[src/rtl/wide_add_seq.sv]
`default_nettype none
// ============================================================================
// Module      : wide_add_seq
// Description : Sequential wide adder. Operands arrive as 16-bit slices,
//               least-significant slice first, and are summed one slice per
//               cycle through an external 16-bit adder. The carry is chained
//               between slices. Two-stage pipeline: operand register, then
//               result register, with valid/ready flow control on both sides.
//               Optional macro WIDE_ADD_SEQ_SUB_EN adds port in_sub so that
//               an operation can compute a-b instead of a+b.
// Revision    : 1.0 - initial release
// ============================================================================
module wide_add_seq #(
  parameter int BEAT_W = 4
) (
  input  logic              clk,
  input  logic              rst,
  // upstream slice stream
  input  logic              in_valid,
  output logic              in_ready,
  input  logic [15:0]       in_a,
  input  logic [15:0]       in_b,
  input  logic              in_first,
  input  logic              in_last,
`ifdef WIDE_ADD_SEQ_SUB_EN
  input  logic              in_sub,
`endif
  // external 16-bit adder
  output logic [15:0]       add_a,
  output logic [15:0]       add_b,
  output logic              add_cin,
  input  logic [16:0]       add_sum,
  // downstream result stream
  output logic              out_valid,
  input  logic              out_ready,
  output logic [15:0]       out_sum,
  output logic              out_carry,
  output logic              out_last,
  output logic [BEAT_W-1:0] out_beat,
  output logic              err
);

  localparam logic [BEAT_W-1:0] BEAT_MAX = '1;
  localparam logic [BEAT_W-1:0] BEAT_ONE = {{(BEAT_W-1){1'b0}}, 1'b1};

  typedef enum logic [0:0] {
    ST_IDLE = 1'b0,   // next accepted slice starts an operation
    ST_BUSY = 1'b1    // inside an operation, expecting continuation slices
  } state_t;

  state_t state_q, state_d;

  // operand stage
  logic              op_valid_q, op_valid_d;
  logic [15:0]       op_a_q,     op_a_d;
  logic [15:0]       op_b_q,     op_b_d;
  logic              op_cin_q,   op_cin_d;
  logic              op_last_q,  op_last_d;
  logic [BEAT_W-1:0] op_beat_q,  op_beat_d;

  // result stage
  logic              out_valid_q, out_valid_d;
  logic [15:0]       out_sum_q,   out_sum_d;
  logic              out_carry_q, out_carry_d;
  logic              out_last_q,  out_last_d;
  logic [BEAT_W-1:0] out_beat_q,  out_beat_d;

  // operation-level bookkeeping
  logic              carry_q, carry_d;     // carry-out of last retired slice
  logic [BEAT_W-1:0] beat_q,  beat_d;      // index the next slice will take
  logic              err_q,   err_d;

`ifdef WIDE_ADD_SEQ_SUB_EN
  logic              op_sub_q,   op_sub_d;   // subtract flag of slice in op stage
  logic              sub_mode_q, sub_mode_d; // subtract flag of current operation
`endif

  // decoded per-slice attributes
  logic              accept;
  logic              op_adv;
  logic              eff_first;
  logic              wrap;
  logic              slice_last;
  logic              frame_err;
  logic [BEAT_W-1:0] slice_beat;
  logic              slice_sub;
  logic              slice_cin;

  // Flow control: the op stage retires whenever the result stage is free or
  // being drained; a new slice can enter whenever the op stage is empty or
  // retiring in the same cycle.
  assign op_adv   = op_valid_q & (~out_valid_q | out_ready);
  assign in_ready = ~op_valid_q | ~out_valid_q | out_ready;
  assign accept   = in_valid & in_ready;

  // Operands to the external adder come straight from the op stage.
  assign add_a   = op_a_q;
`ifdef WIDE_ADD_SEQ_SUB_EN
  assign add_b   = op_sub_q ? ~op_b_q : op_b_q;
  assign slice_sub = eff_first ? in_sub : sub_mode_q;
`else
  assign add_b   = op_b_q;
  assign slice_sub = 1'b0;
`endif
  assign add_cin = op_cin_q;

  assign out_valid = out_valid_q;
  assign out_sum   = out_sum_q;
  assign out_carry = out_carry_q;
  assign out_last  = out_last_q;
  assign out_beat  = out_beat_q;
  assign err       = err_q;

  // Frame state register.
  always_ff @(posedge clk) begin
    if (rst) begin
      state_q <= ST_IDLE;
    end else begin
      state_q <= state_d;
    end
  end

  // Frame decode of the presented slice and next frame state.
  always_comb begin
    state_d    = state_q;
    // A slice seen while idle starts an operation even without in_first,
    // and in_first while busy restarts the operation.
    eff_first  = in_first | (state_q == ST_IDLE);
    slice_beat = eff_first ? '0 : beat_q;
    // Running out of beat indices closes the operation on this slice.
    wrap       = (slice_beat == BEAT_MAX) & ~in_last;
    slice_last = in_last | wrap;
    frame_err  = ((state_q == ST_IDLE) & ~in_first) |
                 ((state_q == ST_BUSY) &  in_first) |
                 wrap;
    if (accept) begin
      state_d = slice_last ? ST_IDLE : ST_BUSY;
    end
  end

  // Carry-in selection: a first slice starts from 0 (1 when subtracting);
  // otherwise the previous slice is either in the op stage right now (its
  // carry is live on add_sum) or has already retired into carry_q.
  always_comb begin
    slice_cin = carry_q;
    if (eff_first) begin
      slice_cin = slice_sub;
    end else if (op_valid_q) begin
      slice_cin = add_sum[16];
    end
  end

  // Next-state for the operand stage, result stage and bookkeeping.
  always_comb begin
    op_valid_d  = op_valid_q;
    op_a_d      = op_a_q;
    op_b_d      = op_b_q;
    op_cin_d    = op_cin_q;
    op_last_d   = op_last_q;
    op_beat_d   = op_beat_q;
    out_valid_d = out_valid_q;
    out_sum_d   = out_sum_q;
    out_carry_d = out_carry_q;
    out_last_d  = out_last_q;
    out_beat_d  = out_beat_q;
    carry_d     = carry_q;
    beat_d      = beat_q;
    err_d       = err_q;
`ifdef WIDE_ADD_SEQ_SUB_EN
    op_sub_d    = op_sub_q;
    sub_mode_d  = sub_mode_q;
`endif

    // Result stage: load on retire, otherwise empty once consumed.
    if (op_adv) begin
      out_valid_d = 1'b1;
      out_sum_d   = add_sum[15:0];
      out_carry_d = add_sum[16];
      out_last_d  = op_last_q;
      out_beat_d  = op_beat_q;
      carry_d     = add_sum[16];
    end else if (out_ready) begin
      out_valid_d = 1'b0;
    end

    // Operand stage: load on acceptance, otherwise empty once retired.
    if (accept) begin
      op_valid_d = 1'b1;
      op_a_d     = in_a;
      op_b_d     = in_b;
      op_cin_d   = slice_cin;
      op_last_d  = slice_last;
      op_beat_d  = slice_beat;
      beat_d     = slice_beat + BEAT_ONE;
      if (frame_err) begin
        err_d = 1'b1;
      end
`ifdef WIDE_ADD_SEQ_SUB_EN
      op_sub_d   = slice_sub;
      sub_mode_d = slice_sub;
`endif
    end else if (op_adv) begin
      op_valid_d = 1'b0;
    end
  end

  // Pipeline and bookkeeping registers; reset drops any in-flight slices.
  always_ff @(posedge clk) begin
    if (rst) begin
      op_valid_q  <= 1'b0;
      op_a_q      <= '0;
      op_b_q      <= '0;
      op_cin_q    <= 1'b0;
      op_last_q   <= 1'b0;
      op_beat_q   <= '0;
      out_valid_q <= 1'b0;
      out_sum_q   <= '0;
      out_carry_q <= 1'b0;
      out_last_q  <= 1'b0;
      out_beat_q  <= '0;
      carry_q     <= 1'b0;
      beat_q      <= '0;
      err_q       <= 1'b0;
`ifdef WIDE_ADD_SEQ_SUB_EN
      op_sub_q    <= 1'b0;
      sub_mode_q  <= 1'b0;
`endif
    end else begin
      op_valid_q  <= op_valid_d;
      op_a_q      <= op_a_d;
      op_b_q      <= op_b_d;
      op_cin_q    <= op_cin_d;
      op_last_q   <= op_last_d;
      op_beat_q   <= op_beat_d;
      out_valid_q <= out_valid_d;
      out_sum_q   <= out_sum_d;
      out_carry_q <= out_carry_d;
      out_last_q  <= out_last_d;
      out_beat_q  <= out_beat_d;
      carry_q     <= carry_d;
      beat_q      <= beat_d;
      err_q       <= err_d;
`ifdef WIDE_ADD_SEQ_SUB_EN
      op_sub_q    <= op_sub_d;
      sub_mode_q  <= sub_mode_d;
`endif
    end
  end

endmodule
`default_nettype wire

[config.mk]
export PLATFORM = sky130hd
export DESIGN_NAME = wide_add_seq
export DESIGN_NICKNAME = d
export VERILOG_FILES = /design/src/rtl/wide_add_seq.sv
export SDC_FILE = /design/constraint.sdc
export NUM_CORES = 1
export LEC_CHECK = 0
export CAP_MARGIN = 10
export CORE_UTILIZATION = 23
export DETAILED_ROUTE_END_ITERATION = 16
export GPL_TIMING_DRIVEN = 1
export PLACE_DENSITY = 0.48
export SKIP_LAST_GASP = 1
export SYNTH_ARGS = -nofsm -noshare
export SYNTH_HDL_FRONTEND = slang
export SYNTH_SLANG_ARGS = --single-unit
[constraint.sdc]
create_clock -name clk -period 1.8 [get_ports clk]
set_input_delay 0.36 -clock clk [delete_from_list [all_inputs] [get_ports clk]]
set_output_delay 0.36 -clock clk [all_outputs]
set_load 0.01 [all_outputs]
After elaboration in Yosys (flattened, before gate mapping)
Cells that the tools add are included.

Register bits after elaboration: 68. Bits of input ports: 55. Output and inout port bits: 58. Logic and storage cells: 44.

Equality and inequality tests: 1. Reduce and logical (&&, ||, !) cells: 3. Muxes and demuxes: 8. Add/sub/neg operators: 1. Bitwise operators: 17.

Operator list (number): two-way mux 1 bit (7); OR 1 bit (7); bitwise AND 1 bit (5); inverter 1 bit (5); adder 4 x 1 -> 4 bit, second input constant (1); equality test 4 bit, second input constant (1); two-way mux 4 bit (1); nonzero test 2 bit (2); AND reduction 2 bit (1).

Longest topological paths before layout
Depth after elaboration: 7. Mapped depth: 8. Depth with buffers taken out: 7.

Least setup slack after synthesis
No wires, ideal clock.

Kind: input-to-reg. Start point: in in_first. End point: reg beat_q[2]. Buffers on the path: 1. Stages: 8. Data required time: 1.684 ns. Path slack: 0.093 ns. Arrival time: 1.591 ns. Setup time: 0.116 ns. Cell sequence: inv_1 -> ha_1 -> clkbuf_1 -> and2_1 -> ha_1 -> nor2b_1 -> o311a_1 -> a31o_1.

Cells in the longest elaborated chain, start to end: 3.

Ends and longest elaborated chain: start: declaration (RTL line 23) `input logic in_first,`; OR 1 bit (RTL line 128) `eff_first = in_first | (state_q == ST_IDLE);`; two-way mux 4 bit (RTL line 129) `slice_beat = eff_first ? '0 : beat_q;`; named net slice_beat[0] (RTL line 85) `logic [BEAT_W-1:0] slice_beat;`; adder 4 x 1 -> 4 bit (RTL line 194) `beat_d = slice_beat + BEAT_ONE;`; end signal: assignment (RTL line 241) `beat_q <= beat_d;`; end: declaration (RTL line 70) `logic [BEAT_W-1:0] beat_q, beat_d;`.

The timed path passes the listed nets, and every way through them passes these cells. A chain may end at the register's enable or synchronous reset.

Worst setup path in the final report
Start point: in out_ready. End point: out in_ready.

Cells in the longest elaborated chain, start to end: 1.

Ends and longest elaborated chain: start: declaration (RTL line 35) `input logic out_ready,`; OR 1 bit (RTL line 93) `assign in_ready = ~op_valid_q | ~out_valid_q | out_ready;`; end: declaration (RTL line 20) `output logic in_ready,`.

Every way passes these cells.

==> run summary <==
WL per Instance -> 14.4 µm
DR iter-0 viols -> 123
Cells on Worst Hold Path -> 2
Avg Vias per Cell -> 4.80
Crit Path Class -> in2out
Die height -> 110 µm
Antenna Violating Nets Remaining -> 0
DR DRC count -> 0
Cell area after synthesis -> 2670 µm²
Area Overhead vs Synth -> 60.8%
First-pass GRT wire length -> 13,200 µm
Total power -> 0.00413 W
Final Skew -> 6.58 ps
Met3 Routed Length -> 461 µm
CTS sink cnt -> 68
Global-route usage over all layers -> 14.2%
Max layer used -> met4
Max_slew headroom -> 56.3%
Cell variety after synth -> 30
Die Wd -> 110 µm
Final std cells w/o fill -> 570
Hold_buf cts -> 0
Slew Limit Fails -> 0
Final critical-path required period -> 1670 ps
Clk Latency, worst-skew pair -> 330 ps
Post-Syn Nets -> 374
# setup viols final -> 0
Htree depth -> 3
Mapped Avg Cell Area -> 8.42 µm²
Largest net degree at the start of global routing -> 42
Area occupied by multi-input gates -> 1130 µm²
#FFs+latches synth -> 68
Seq. cell area -> 1360 µm²
Share of layout cells above drive strength 1 -> 9.77%
CP endpoint kind -> output pin
Routed wl met2 -> 3680 µm
Peak Freq -> 598 MHz
Port Buf Inserts -> 112
RSZ-0062 raised after global routing -> false
VDD IR-drop max -> 0.568 mV
Starting Density -> 24.1%
Worst min path class -> in2reg
Placed Cells -> 554
Crit Path Max Fanout -> 3
Wire length on met1 -> 3980 µm
P_leak -> 1.56 nW
Drt total wl -> 8210 µm
Number of diodes -> 0
Fin crit share -> 92.9%
Worst slew pin tran -> 655 ps
CTS Buf Count -> 9
Clk pin slew, worst setup/hold paths -> 50 ps
Sequential share of the synthesized area -> 51.0%
Core Region -> 11,100 µm²
Drt pass-1 iters -> 5
Initial antenna violation count -> 0
# rows -> 38
Die area -> 12,000 µm²
Final hold vios -> 0
Vias in the first global route -> 2,603
CP arrival -> 1310 ps
Worst Path Required -> 1440 ps
P per Cell Area -> 962 nW/µm²
Placer Congestion -> 0.782
Clk buf depth -> 2
CTS tree -> done
Final net count -> 482
Max_cap viols -> 0
Dpl hpwl -> 5570 µm
IO Pins -> 113
Yosys warnings -> 0
Worst setup SP type -> primary input
Vias after detailed routing -> 2,735
Clk root buf -> clkbuf_16
GRT overflow -> 0
Synth Instances -> 317
Outcome -> complete, no violations
R2r worst-path depth -> 6
FILL cells -> 1,143
-- logic make-up (layout without fill, tap and decap cells) --
kind of cell,count (synthesis),in the layout,synth area share (%)
AO/OA/AOI/OAI,133,133,26.3
adder cells (fa/ha/maj),2,2,0.937
buffers and inverters,39,152,6.75
flip-flops,68,68,51.0
multiplexers,1,1,0.422
AND/OR/NAND/NOR,74,74,14.6
-- layout make-up --
class / instances / area share, %
clock buffers: 9 / 5.24
clock inverters: 7 / 2.88
inverters: 5 / 0.437
multi-input cells: 210 / 26.4
flip-flops and latches: 68 / 31.7
well taps: 140 / 4.08
repair buffers: 131 / 29.3
-- path summary, 6_finish.rpt --
check                           slack (ps)     endpoint    startpoint
worst max-delay path                   130     in_ready     out_ready
worst min-delay path                   370      state_q           rst
worst max register to register         280    beat_q[2]       state_q
worst min register to register         470  out_beat[2]  op_beat_q[2]
-- power by group --
group,total [W],leakage [nW],internal (W),switching (W)
clock,0.00203,0.166,0.00136,0.000673
combinational,0.000485,0.832,0.000277,0.000209
sequential,0.00161,0.557,0.00158,0.0000351
total,0.00413,1.56,0.00321,0.000916
-- metal layers --
| layer | track usage, % | up-vias |
|---|---|---|
| li1 | - | 1363 |
| met4 | 6.38 | 0 |
| met1 | 19.4 | 1281 |
| met3 | 2.96 | 7 |
| met5 | 0 | - |
| met2 | 21.4 | 84 |
-- cells in the mapped netlist, drive strengths merged --
cell type / n / share of area (%)
dfxtp: 68 / 51
a21oi: 63 / 12
o21ai: 61 / 11
nand3: 58 / 11
clkbuf: 25 / 3.7
buf: 9 / 2.3
inv: 5 / 0.70
nand4: 4 / 0.94
nor2b: 3 / 0.70
and2: 2 / 0.47
ha: 2 / 0.94
nand2b: 2 / 0.47
nor3: 2 / 0.37
o211a: 2 / 0.75
a211o: 1 / 0.33
a22o: 1 / 0.33
a31o: 1 / 0.33
a32o: 1 / 0.37
and3b: 1 / 0.33
mux2: 1 / 0.42
nand4b: 1 / 0.33
nor2: 1 / 0.14
o21bai: 1 / 0.28
o311a: 1 / 0.37
o31ai: 1 / 0.28
-- cells in the final DEF (no fill, tap or decap), types with 2 or more instances in the layout --
| cell type | netlist | layout |
|---|---|---|
| clkdlybuf4s50_1 | 0 | 110 |
| a21oi_1 | 63 | 63 |
| inv_2 | 2 | 2 |
| clkbuf_16 | 0 | 9 |
| nand2b_1 | 2 | 2 |
| buf_4 | 3 | 18 |
| dfxtp_1 | 68 | 68 |
| and2_1 | 2 | 2 |
| inv_1 | 3 | 3 |
| nand4_1 | 4 | 4 |
| nor2b_1 | 3 | 3 |
| clkinv_4 | 0 | 2 |
| nand3_1 | 58 | 58 |
| bufinv_16 | 0 | 3 |
| o211a_1 | 2 | 2 |
| o21ai_0 | 61 | 61 |
| nor3_1 | 2 | 2 |
-- timing repair --
action                                 CTS  global route
endpoints found under the hold margin    0             0
gates resized for setup                  3             3
setup endpoints to repair                1             2
buffers inserted                         0             0
pin swaps                                0             0
cloned                                   0             0
-- state kept, by name, indices dropped and copies added, names as in the netlist --
register    count
add_a          16
add_b          16
add_cin         1
beat_q          4
carry_q         1
err             1
op_beat_q       4
op_last_q       1
op_valid_q      1
out_beat        4
out_last        1
out_sum        16
out_valid       1
state_q         1
-- critical path, cell delays in order --
cell             delay (ps)
clkdlybuf4s50_1         510
and3b_2                 240
inv_2                    70
clkbuf_2                130
-- stage by stage --
step	TNS, ps	hold WS [ps]	util [%]	setup slack [ps]	instance area [µm²]
2_1_floorplan	0	440	-	93.3	2670
3_3_place_gp	-5760	455	35.6	-257	3940
3_5_place_dp	-6740	460	35.6	-262	3940
4_1_cts	0	358	38.8	9.02	4290
5_1_grt	0	379	38.8	45.6	4290
6_report	0	370	38.8	129	4290
Power figures use the tool's default switching activity.
